$ cat src/rtl/rv_ctrl_pkg.sv
`default_nettype none
// ============================================================================
// Module   : rv_ctrl_pkg
// Brief    : State, opcode and datapath-select codes shared by the multicycle
//            RV32I sequencing controller.
// Revision : 1.0 - initial release
// ============================================================================
package rv_ctrl_pkg;

    typedef enum logic [3:0] {
        ST_FETCH    = 4'd0,
        ST_DECODE   = 4'd1,
        ST_MEMADR   = 4'd2,
        ST_MEMREAD  = 4'd3,
        ST_MEMWB    = 4'd4,
        ST_MEMWRITE = 4'd5,
        ST_EXECR    = 4'd6,
        ST_EXECI    = 4'd7,
        ST_ALUWB    = 4'd8,
        ST_BRANCH   = 4'd9,
        ST_JAL      = 4'd10,
        ST_JALR     = 4'd11,
        ST_LINK     = 4'd12,
        ST_UPPER    = 4'd13,
        ST_TRAP     = 4'd14
    } state_t;

    localparam logic [6:0] c_op_load   = 7'b0000011;
    localparam logic [6:0] c_op_store  = 7'b0100011;
    localparam logic [6:0] c_op_r      = 7'b0110011;
    localparam logic [6:0] c_op_imm    = 7'b0010011;
    localparam logic [6:0] c_op_branch = 7'b1100011;
    localparam logic [6:0] c_op_jal    = 7'b1101111;
    localparam logic [6:0] c_op_jalr   = 7'b1100111;
    localparam logic [6:0] c_op_lui    = 7'b0110111;
    localparam logic [6:0] c_op_auipc  = 7'b0010111;

    localparam logic [3:0] c_alu_add  = 4'b0000;
    localparam logic [3:0] c_alu_sub  = 4'b0001;
    localparam logic [3:0] c_alu_and  = 4'b0010;
    localparam logic [3:0] c_alu_or   = 4'b0011;
    localparam logic [3:0] c_alu_xor  = 4'b0100;
    localparam logic [3:0] c_alu_slt  = 4'b0101;
    localparam logic [3:0] c_alu_sltu = 4'b0110;
    localparam logic [3:0] c_alu_sll  = 4'b0111;
    localparam logic [3:0] c_alu_srl  = 4'b1000;
    localparam logic [3:0] c_alu_sra  = 4'b1001;

    localparam logic [1:0] c_aluop_add   = 2'b00;
    localparam logic [1:0] c_aluop_sub   = 2'b01;
    localparam logic [1:0] c_aluop_funct = 2'b10;

    localparam logic [2:0] c_imm_i = 3'b000;
    localparam logic [2:0] c_imm_s = 3'b001;
    localparam logic [2:0] c_imm_b = 3'b010;
    localparam logic [2:0] c_imm_j = 3'b011;
    localparam logic [2:0] c_imm_u = 3'b100;

    localparam logic [1:0] c_srca_pc    = 2'b00;
    localparam logic [1:0] c_srca_oldpc = 2'b01;
    localparam logic [1:0] c_srca_rs1   = 2'b10;
    localparam logic [1:0] c_srca_zero  = 2'b11;

    localparam logic [1:0] c_srcb_rs2  = 2'b00;
    localparam logic [1:0] c_srcb_imm  = 2'b01;
    localparam logic [1:0] c_srcb_four = 2'b10;

    localparam logic [1:0] c_res_aluout    = 2'b00;
    localparam logic [1:0] c_res_readdata  = 2'b01;
    localparam logic [1:0] c_res_aluresult = 2'b10;

endpackage
`default_nettype wire

$ cat src/rtl/mc_alu_decoder.sv
`default_nettype none
// ============================================================================
// Module   : mc_alu_decoder
// Brief    : Maps ALUOp plus funct fields to the ALU operation code.
// Revision : 1.0 - initial release
// ============================================================================
module mc_alu_decoder
    import rv_ctrl_pkg::*;
(
    input  logic [1:0] ALUOp,
    input  logic [2:0] funct3,
    input  logic       funct7b5,
    input  logic       op5,
    output logic [3:0] ALUControl
);

    always_comb begin
        ALUControl = c_alu_add;
        case (ALUOp)
            c_aluop_sub: ALUControl = c_alu_sub;
            c_aluop_funct: begin
                case (funct3)
                    // bit 30 of an I-type is immediate data, so only R-type can subtract
                    3'b000: ALUControl = (op5 && funct7b5) ? c_alu_sub : c_alu_add;
                    3'b001: ALUControl = c_alu_sll;
                    3'b010: ALUControl = c_alu_slt;
                    3'b011: ALUControl = c_alu_sltu;
                    3'b100: ALUControl = c_alu_xor;
                    3'b101: ALUControl = funct7b5 ? c_alu_sra : c_alu_srl;
                    3'b110: ALUControl = c_alu_or;
                    3'b111: ALUControl = c_alu_and;
                    default: ALUControl = c_alu_add;
                endcase
            end
            default: ALUControl = c_alu_add;
        endcase
    end

endmodule
`default_nettype wire

$ cat src/rtl/mc_controller.sv
`default_nettype none
// ============================================================================
// Module   : mc_controller
// Brief    : Moore sequencing FSM for the shared-memory multicycle RV32I core.
// Revision : 1.0 - initial release
// ============================================================================
module mc_controller
    import rv_ctrl_pkg::*;
#(
    parameter state_t RESET_STATE = ST_FETCH
) (
    input  logic       clk,
    input  logic       reset,
    input  logic [6:0] op,
    input  logic [2:0] funct3,
    input  logic       funct7b5,
    input  logic       Zero,
    input  logic       less_than,
    input  logic       unsigned_less_than,
    input  logic       mem_ready,
    output logic       PCWrite,
    output logic       IRWrite,
    output logic       MemWrite,
    output logic       RegWrite,
    output logic       AdrSrc,
    output logic [1:0] ALUSrcA,
    output logic [1:0] ALUSrcB,
    output logic [1:0] ResultSrc,
    output logic [2:0] ImmSrc,
    output logic [3:0] ALUControl,
    output logic       jalr,
    output logic       halt
);

    state_t     r_state;
    logic [1:0] w_alu_op;
    logic       w_cond;
    logic       w_taken;
    logic       w_pc_write;
    logic       w_ir_write;
    logic       w_mem_write;
    logic       w_reg_write;
    logic       w_halt;

    always_ff @(posedge clk) begin
        if (!reset) begin
            r_state <= RESET_STATE;
        end else begin
            case (r_state)
                ST_FETCH:    if (mem_ready) r_state <= ST_DECODE;
                ST_DECODE: begin
                    case (op)
                        c_op_load, c_op_store: r_state <= ST_MEMADR;
                        c_op_r:                r_state <= ST_EXECR;
                        c_op_imm:              r_state <= ST_EXECI;
                        c_op_branch:           r_state <= (funct3[2:1] == 2'b01) ? ST_TRAP : ST_BRANCH;
                        c_op_jal:              r_state <= ST_JAL;
                        c_op_jalr:             r_state <= ST_JALR;
                        c_op_lui, c_op_auipc:  r_state <= ST_UPPER;
                        default:               r_state <= ST_TRAP;
                    endcase
                end
                ST_MEMADR:   r_state <= op[5] ? ST_MEMWRITE : ST_MEMREAD;
                ST_MEMREAD:  if (mem_ready) r_state <= ST_MEMWB;
                ST_MEMWB:    r_state <= ST_FETCH;
                ST_MEMWRITE: if (mem_ready) r_state <= ST_FETCH;
                ST_EXECR:    r_state <= ST_ALUWB;
                ST_EXECI:    r_state <= ST_ALUWB;
                ST_ALUWB:    r_state <= ST_FETCH;
                ST_BRANCH:   r_state <= ST_FETCH;
                ST_JAL:      r_state <= ST_ALUWB;
                ST_JALR:     r_state <= ST_LINK;
                ST_LINK:     r_state <= ST_ALUWB;
                ST_UPPER:    r_state <= ST_ALUWB;
                ST_TRAP:     r_state <= ST_TRAP;
                default:     r_state <= ST_FETCH;
            endcase
        end
    end

    // funct3[0] inverts the base comparison (bne/bge/bgeu)
    always_comb begin
        case (funct3[2:1])
            2'b00:   w_cond = Zero;
            2'b10:   w_cond = less_than;
            2'b11:   w_cond = unsigned_less_than;
            default: w_cond = 1'b0;
        endcase
        w_taken = w_cond ^ funct3[0];
    end

    always_comb begin
        w_pc_write  = 1'b0;
        w_ir_write  = 1'b0;
        w_mem_write = 1'b0;
        w_reg_write = 1'b0;
        w_halt      = 1'b0;
        AdrSrc      = 1'b0;
        ALUSrcA     = c_srca_pc;
        ALUSrcB     = c_srcb_rs2;
        ResultSrc   = c_res_aluout;
        w_alu_op    = c_aluop_add;
        jalr        = 1'b0;
        case (r_state)
            ST_FETCH: begin
                w_pc_write = mem_ready;
                w_ir_write = mem_ready;
                ALUSrcB    = c_srcb_four;
                ResultSrc  = c_res_aluresult;
            end
            ST_DECODE: begin
                ALUSrcA = c_srca_oldpc;
                ALUSrcB = c_srcb_imm;
            end
            ST_MEMADR: begin
                ALUSrcA = c_srca_rs1;
                ALUSrcB = c_srcb_imm;
            end
            ST_MEMREAD: AdrSrc = 1'b1;
            ST_MEMWB: begin
                ResultSrc   = c_res_readdata;
                w_reg_write = 1'b1;
            end
            ST_MEMWRITE: begin
                AdrSrc      = 1'b1;
                w_mem_write = 1'b1;
            end
            ST_EXECR: begin
                ALUSrcA  = c_srca_rs1;
                w_alu_op = c_aluop_funct;
            end
            ST_EXECI: begin
                ALUSrcA  = c_srca_rs1;
                ALUSrcB  = c_srcb_imm;
                w_alu_op = c_aluop_funct;
            end
            ST_ALUWB: w_reg_write = 1'b1;
            ST_BRANCH: begin
                ALUSrcA    = c_srca_rs1;
                w_alu_op   = c_aluop_sub;
                w_pc_write = w_taken;
            end
            ST_JAL: begin
                ALUSrcA    = c_srca_oldpc;
                ALUSrcB    = c_srcb_four;
                w_pc_write = 1'b1;
            end
            ST_JALR: begin
                ALUSrcA    = c_srca_rs1;
                ALUSrcB    = c_srcb_imm;
                ResultSrc  = c_res_aluresult;
                jalr       = 1'b1;
                w_pc_write = 1'b1;
            end
            ST_LINK: begin
                ALUSrcA = c_srca_oldpc;
                ALUSrcB = c_srcb_four;
            end
            ST_UPPER: begin
                ALUSrcA = op[5] ? c_srca_zero : c_srca_oldpc;
                ALUSrcB = c_srcb_imm;
            end
            ST_TRAP: w_halt = 1'b1;
            default: ;
        endcase
    end

    always_comb begin
        case (op)
            c_op_store:           ImmSrc = c_imm_s;
            c_op_branch:          ImmSrc = c_imm_b;
            c_op_jal:             ImmSrc = c_imm_j;
            c_op_lui, c_op_auipc: ImmSrc = c_imm_u;
            default:              ImmSrc = c_imm_i;
        endcase
    end

    // Reset suppresses every write so an abandoned instruction leaves no trace
    assign PCWrite  = reset & w_pc_write;
    assign IRWrite  = reset & w_ir_write;
    assign MemWrite = reset & w_mem_write;
    assign RegWrite = reset & w_reg_write;
    assign halt     = reset & w_halt;

    mc_alu_decoder u_alu_decoder (
        .ALUOp      (w_alu_op),
        .funct3     (funct3),
        .funct7b5   (funct7b5),
        .op5        (op[5]),
        .ALUControl (ALUControl)
    );

endmodule
`default_nettype wire
$ cat config.mk
export PLATFORM = sky130hd
export DESIGN_NAME = mc_controller
export DESIGN_NICKNAME = d
export VERILOG_FILES = /design/src/rtl/rv_ctrl_pkg.sv /design/src/rtl/mc_alu_decoder.sv /design/src/rtl/mc_controller.sv
export SDC_FILE = /design/constraint.sdc
export NUM_CORES = 1
export LEC_CHECK = 0
export BUFFER_PORTS_ARGS = -buffer_cell sky130_fd_sc_hd__buf_2
export CAP_MARGIN = 40
export CORE_MARGIN = 2
export CORE_UTILIZATION = 43
export DETAILED_ROUTE_END_ITERATION = 6
export PLACE_DENSITY = 0.79
export SLEW_MARGIN = 25
export SYNTH_ARGS = -nofsm -noshare
export SYNTH_HDL_FRONTEND = slang
export SYNTH_SLANG_ARGS = --single-unit
$ cat constraint.sdc
create_clock -name clk -period 1.7 [get_ports clk]
set_input_delay 0.085 -clock clk [delete_from_list [all_inputs] [get_ports clk]]
set_output_delay 0.085 -clock clk [all_outputs]
set_load 0.02 [all_outputs]
==> results of run 1 <==
[routing by layer]
metal  vias to the layer above  track usage [%]  share of wire [%]
met3                         6             3.07                6.0
li1                        567                -                  -
met5                         -                0                  0
met2                        56             46.8                 51
met4                         0             7.62                1.3
met1                       552             27.5                 41
[Yosys cell counts, types with 2 or more instances]
library cell / count
a21boi_0: 2
a21oi_1: 11
a31oi_1: 2
and3_1: 2
buf_2: 7
clkbuf_1: 5
dfxtp_1: 4
ha_1: 2
inv_1: 7
nand2_1: 11
nand2b_1: 6
nand3_1: 3
nand3b_1: 3
nor2_1: 16
nor2b_1: 5
nor3_1: 7
nor3b_1: 2
o2111ai_1: 2
o211a_1: 2
o211ai_1: 2
o21ai_0: 4
o21bai_1: 2
o22ai_1: 2
o31ai_1: 2
o32ai_1: 2
or3_1: 3
xor2_1: 4
[worst max-delay path, stage by stage (launching register included)]
cell	delay, ns
dfxtp_2	0.31
nand2b_4	0.13
or3_4	0.35
ha_4	0.22
nand2b_4	0.17
nor3_4	0.12
buf_6	0.14
[cells by family (layout without fill, tap and decap cells)]
logic type	Yosys count	after routing
simple gates	66	66
compound gates	37	37
buf+inv	20	58
xor+xnor	5	5
flops	4	4
fa+ha+maj	2	2
mux	2	2
[final timing paths]
| check | from | end | slack (ns) | depth (start not counted) |
|---|---|---|---|---|
| worst max-delay path | r_state[2]$_SDFFE_PN0P_ | ALUControl[3] | -0.05 | 6 |
| worst min-delay path | reset | r_state[3]$_SDFFE_PN0P_ | 0.19 | 2 |
| worst max register to register | r_state[1]$_SDFFE_PN0P_ | r_state[2]$_SDFFE_PN0P_ | 0.11 | 5 |
| worst min register to register | r_state[1]$_SDFFE_PN0P_ | r_state[1]$_SDFFE_PN0P_ | 0.62 | 2 |
[final cells by class]
class / instances / area (µm²)
Clock buffer: 3 / 22.5
Fill cell: 191 / 691
Inverter: 7 / 26.3
Multi-Input combinational cell: 112 / 776
Sequential cell: 4 / 81.3
Tap cell: 27 / 33.8
Timing Repair Buffer: 48 / 292
[repair_timing]
action                     4_1_cts  5_1_grt
setup endpoints to repair        3        5
setup buffers                    1        0
pin swaps                        2        1
gates resized for setup         13        2
[through the flow]
stage / util [%] / setup slack [ns] / cell area (µm²) / TNS, ns
floorplan: - / 0.00143 / 911 / 0
global placement: 59.1 / 0.104 / 1140 / 0
detailed placement: 59.1 / 0.0713 / 1140 / 0
CTS: 63.9 / -0.0518 / 1230 / -0.0607
global route: 64.1 / -0.104 / 1230 / -0.378
finish: 64.1 / -0.0529 / 1230 / -0.100
[power breakdown]
group | switching (mW) | internal [mW]
clock network | 0.0402 | 0.0791
logic | 0.735 | 0.528
registers | 0.0315 | 0.133
total | 0.806 | 0.740
==> run summary, run 1 <==
most common flop cell mapped by yosys - dfxtp_1
Startpoint Class - flop
setup ws final - -0.0529 ns
Synth Area in Compound Gates - 28.8%
post-synth top area share - 9.28%
fraction of registers with async set/reset - 0%
EDFF count, synth - 0
Critical Path RT - 1.62 ns
Worst Max-Slew Pin Slew - 0.423 ns
final cell count without fillers - 201
hold_buf cts - 0
fin crit share - 103%
Adder-Cell Fraction of Synth Area - 2.90%
Final Critical Period - 1.75 ns
Tot Pwr - 1.55 mW
worst skew pair latency - 0.23 ns
CORE AREA - 1920 µm²
Worst EP arrival - 1.67 ns
gp weighted congestion - 0.882
crit-path max FO - 3
syn_nets - 155
count of input and output buffers - 36
Max-slew headroom - 71.4%
Max Freq - 570 MHz
antenna violations before repair - 0
Yosys reg bits - 4
status - complete, but fails checks
total CTS buffers - 3
first-pass GRT wire length - 4720 µm
xor and xnor area share after synthesis - 5.07%
most frequent cells in the layout - buf_2 (32), nor2_1 (13), buf_4 (13)
Final Routed Wirelength - 2760 µm
commonest non-fill, non-tap cell in the layout - buf_2
initial core utilization - 44.9%
Max-Cap Viols - 0
Synth area leader - dfxtp_1
P_leak - 0.587 nW
synth unique cells - 43
register area share after synthesis - 9.28%
CTS tree - built
Vert. Die Dim - 48.8 µm
die width - 48.8 µm
die footprint - 2380 µm²
Max clock buf depth - 2
clock slew at reported path FFs - 0.04 ns
Power Dens Cells - 1260 nW/µm²
cell count after synthesis - 136
Root Driver - clkbuf_4
Area Overhead vs Synth - 42.6%
mux cell area share after synthesis - 2.46%
Nets - 195
peak supply drop - 0.000631 V
aggregate global routing overflow - 0
# DRC - 0
First-pass DRT Iterations - 4
WL per Instance - 13.7 µm
1st-iter DRT viols - 39
post-synthesis simple-gate area fraction - 41.7%
GRT Total Usage - 24.4%
final hold vios - 0
Crit Path Class - flop to primary output
Final setup viols - 4
top cells by area, synth - dfxtp_1 (9.3%), nor2_1 (7.0%), a21oi_1 (6.4%)
main combinational cell family by area after synthesis - simple AND/OR/NAND/NOR gates
I/O pin cnt - 37
clock skew - 0.00680 ns
RSZ-0062 raised after global routing - yes
Slew Viols, Final - 0
FP Rows - 16
Biggest register - r_state
vias - 1181
clk sink count - 4
largest net degree at the start of global routing - 19
max FFs per register - 4
failing checks - negative setup slack
Routed Antenna Nets - 0
Post-Syn Area - 863 µm²
Antenna diodes - 0
crit end category - primary output
biggest regs - r_state (4)
vias in the first global route - 1092
H-Tree Depth - 1
Yosys warning count - 0
hpwl dp - 2120 µm
placed cells - 197
share of layout cells above drive strength 1 - 37.4%
hold_ws - 0.194 ns
via-per-instance ratio - 5.88
hold crit path type - input pin to flop
synthesized area per cell - 6.35 µm²
Note: power is estimated with default switching activity, not from simulation.
==> run 2, diff against run 1 <==
--- a/config.mk
+++ b/config.mk
@@ -5,12 +5,13 @@
 export SDC_FILE = /design/constraint.sdc
 export NUM_CORES = 1
 export LEC_CHECK = 0
-export BUFFER_PORTS_ARGS = -buffer_cell sky130_fd_sc_hd__buf_2
+export ABC_AREA = 1
+export BUFFER_PORTS_ARGS = -buffer_cell sky130_fd_sc_hd__clkbuf_2
 export CAP_MARGIN = 40
 export CORE_MARGIN = 2
-export CORE_UTILIZATION = 43
+export CORE_UTILIZATION = 41
 export DETAILED_ROUTE_END_ITERATION = 6
-export PLACE_DENSITY = 0.79
+export PLACE_DENSITY = 0.78
 export SLEW_MARGIN = 25
 export SYNTH_ARGS = -nofsm -noshare
 export SYNTH_HDL_FRONTEND = slang
==> run 2 against run 1 <==
Against the previous run: the run still ends with negative setup slack left; clock power is essentially flat; via count rose by 0.42%; final area decreased by 0.41%; core utilization rose by 5.4 points; worst hold slack worse by 0.15 ns; die area fell by 4.2%; cell count increased by 11%; first-iteration DRC count decreased by 15%; critical path type unchanged; largest power group unchanged; highest routed layer unchanged.
==> run summary, run 2 <==
status - complete, but fails checks (unchanged)
failing checks - negative setup slack (unchanged)
Crit Path Class - flop to primary output (unchanged)
First-pass DRT Iterations - 5 (was 4)
EDFF count, synth - 0 (unchanged)
crit-path max FO - 2 (was 3)
Synth area leader - nand2_1 (was dfxtp_1)
GRT Total Usage - 24.6% (was 24.4%)
hold crit path type - input pin to flop (unchanged)
Max clock buf depth - 2 (unchanged)
first-pass GRT wire length - 4080 µm (was 4720 µm)
fin crit share - 105% (was 103%)
Nets - 220 (was 195)
syn_nets - 165 (was 155)
via-per-instance ratio - 5.29 (was 5.88)
xor and xnor area share after synthesis - 0% (was 5.07%)
total CTS buffers - 3 (unchanged)
biggest regs - r_state (4) (unchanged)
synthesized area per cell - 5.38 µm² (was 6.35 µm²)
fraction of registers with async set/reset - 0% (unchanged)
max FFs per register - 4 (unchanged)
Startpoint Class - flop (unchanged)
synth unique cells - 24 (was 43)
WL per Instance - 12.5 µm (was 13.7 µm)
mux cell area share after synthesis - 0% (was 2.46%)
vias in the first global route - 1006 (was 1092)
Yosys reg bits - 4 (unchanged)
final hold vios - 0 (unchanged)
FP Rows - 15 (was 16)
H-Tree Depth - 1 (unchanged)
Max Freq - 562 MHz (was 570 MHz)
Max-slew headroom - 80.6% (was 71.4%)
setup ws final - -0.0785 ns (was -0.0529 ns)
peak supply drop - 0.00115 V (was 0.000631 V)
1st-iter DRT viols - 33 (was 39)
commonest non-fill, non-tap cell in the layout - nand2_1 (was buf_2)
Synth Area in Compound Gates - 16.6% (was 28.8%)
Area Overhead vs Synth - 56.1% (was 42.6%)
hpwl dp - 2000 µm (was 2120 µm)
Routed Antenna Nets - 0 (unchanged)
Max-Cap Viols - 0 (unchanged)
Reg2Reg Setup Slack - 0.20 ns (was 0.11 ns)
CTS tree - built (unchanged)
die footprint - 2280 µm² (was 2380 µm²)
Antenna diodes - 0 (unchanged)
initial core utilization - 44.5% (was 44.9%)
die width - 47.8 µm (was 48.8 µm)
hold_ws - 0.0480 ns (was 0.194 ns)
Vert. Die Dim - 47.8 µm (was 48.8 µm)
antenna violations before repair - 0 (unchanged)
RSZ-0062 raised after global routing - yes (unchanged)
cell count after synthesis - 146 (was 136)
post-synth top area share - 16.7% (was 9.28%)
top cells by area, synth - nand2_1 (17%), dfxtp_1 (10%), inv_1 (8.6%) (was dfxtp_1 (9.3%), nor2_1 (7.0%), a21oi_1 (6.4%))
Tot Pwr - 1.50 mW (was 1.55 mW)
clock slew at reported path FFs - 0.04 ns (about the same)
share of layout cells above drive strength 1 - 48.2% (was 37.4%)
most common flop cell mapped by yosys - dfxtp_1 (unchanged)
# DRC - 0 (unchanged)
aggregate global routing overflow - 0 (unchanged)
Biggest register - r_state (unchanged)
crit end category - primary output (unchanged)
clock skew - 0.00210 ns (was 0.00680 ns)
CORE AREA - 1760 µm² (was 1920 µm²)
Root Driver - clkbuf_4 (unchanged)
Worst EP arrival - 1.69 ns (was 1.67 ns)
vias - 1186 (was 1181)
gp weighted congestion - 0.899 (was 0.882)
worst skew pair latency - 0.24 ns (was 0.23 ns)
main combinational cell family by area after synthesis - simple AND/OR/NAND/NOR gates (unchanged)
Final Critical Period - 1.78 ns (was 1.75 ns)
hold_buf cts - 0 (unchanged)
Yosys warning count - 0 (unchanged)
Slew Viols, Final - 0 (unchanged)
Critical Path RT - 1.62 ns (about the same)
most frequent cells in the layout - nand2_1 (35), clkbuf_2 (30), inv_1 (16) (was buf_2 (32), nor2_1 (13), buf_4 (13))
clk sink count - 4 (unchanged)
register area share after synthesis - 10.2% (was 9.28%)
most frequent cell after synthesis - nand2_1 (was nor2_1)
Power Dens Cells - 1220 nW/µm² (was 1260 nW/µm²)
I/O pin cnt - 37 (unchanged)
Post-Syn Area - 786 µm² (was 863 µm²)
post-synthesis simple-gate area fraction - 54.8% (was 41.7%)
Adder-Cell Fraction of Synth Area - 3.18% (was 2.90%)
largest net degree at the start of global routing - 9 (was 19)
count of input and output buffers - 36 (unchanged)
P_leak - 0.650 nW (was 0.587 nW)
Final setup viols - 3 (was 4)
Final Routed Wirelength - 2810 µm (was 2760 µm)
most frequent cells after synthesis - nand2_1 (35), inv_1 (18), nor2_1 (17) (was nor2_1 (16), a21oi_1 (11), nand2_1 (11))
Worst Max-Slew Pin Slew - 0.290 ns (was 0.423 ns)
## run 2: cell count changes after synthesis, sizes merged, moves of 3 or more
cell,delta
a21oi,-4
buf,-8
clkbuf,-5
inv,+25
nand2,+29
nand2b,-6
nand3,+9
nor2,+12
nor2b,-5
nor3,-3
or3,-3
xor2,-4
## run 2: path summary, 6_finish.rpt
kind                                         startpoint                      end  depth (start not counted)
worst max-delay path            r_state[3]$_SDFFE_PN0P_            ALUControl[1]                         10
worst min-delay path                              reset  r_state[1]$_SDFFE_PN0P_                          3
worst max register to register  r_state[1]$_SDFFE_PN0P_  r_state[2]$_SDFFE_PN0P_                          9
worst min register to register  r_state[2]$_SDFFE_PN0P_  r_state[2]$_SDFFE_PN0P_                          2
## run 2: layer usage
metal | part of all wire, % | GRT usage (%) | up-vias
li1 | - | - | 575
met1 | 41 | 30.6 | 539
met2 | 50 | 41.6 | 66
met3 | 7.6 | 5.28 | 6
met4 | 1.8 | 8.65 | 0
met5 | 0 | 0 | -
## run 2: timing repair
action | CTS | global route
setup endpoints to repair | 3 | 7
pin swaps | 6 | 7
resized for setup | 17 | 13
buffers inserted | 3 | 3
## run 2: worst max-delay path: stages, from the launching register on
cell and delay, ns:
dfxtp_2 0.33, inv_2 0.05, nor2_4 0.12, inv_2 0.06, nor2_4 0.12, inv_2 0.07
ha_4 0.23, nor2_4 0.09, o21ai_1 0.09, a21oi_2 0.14, clkbuf_8 0.16
## run 2: power breakdown
| part | total [mW] | switching, mW | internal (mW) |
|---|---|---|---|
| registers | 0.191 | 0.0533 | 0.138 |
| clock network | 0.120 | 0.0404 | 0.0791 |
| logic | 1.19 | 0.737 | 0.448 |
## run 2: logic make-up after synthesis
family | count (synthesis)
compound gates | 21
flops | 4
fa+ha+maj | 2
simple gates | 87
buf+inv | 32
## run 2: layout make-up
| cell class | count | area, µm² |
|---|---|---|
| Clock buffer | 3 | 22.5 |
| Fill cell | 162 | 538 |
| Inverter | 32 | 123 |
| Multi-Input combinational cell | 110 | 654 |
| Sequential cell | 4 | 86.3 |
| Tap cell | 25 | 31.3 |
| Timing Repair Buffer | 50 | 309 |
## run 2: per-stage QoR
| stage | util (%) | instances | TNS (ns) | instance area [µm²] | setup slack [ns] |
|---|---|---|---|---|---|
| final | 69.5 | 224 | -0.145 | 1230 | -0.0785 |
| after global routing | 69.5 | 224 | -0.577 | 1230 | -0.153 |
| after CTS | 67.0 | 221 | -0.0743 | 1180 | -0.0383 |
| after detailed placement | 61.0 | 215 | -0.0103 | 1080 | -0.00924 |
| after global placement | 61.0 | 215 | 0 | 1080 | 0.0533 |
| after floorplan | - | 146 | 0 | 805 | 0.0140 |
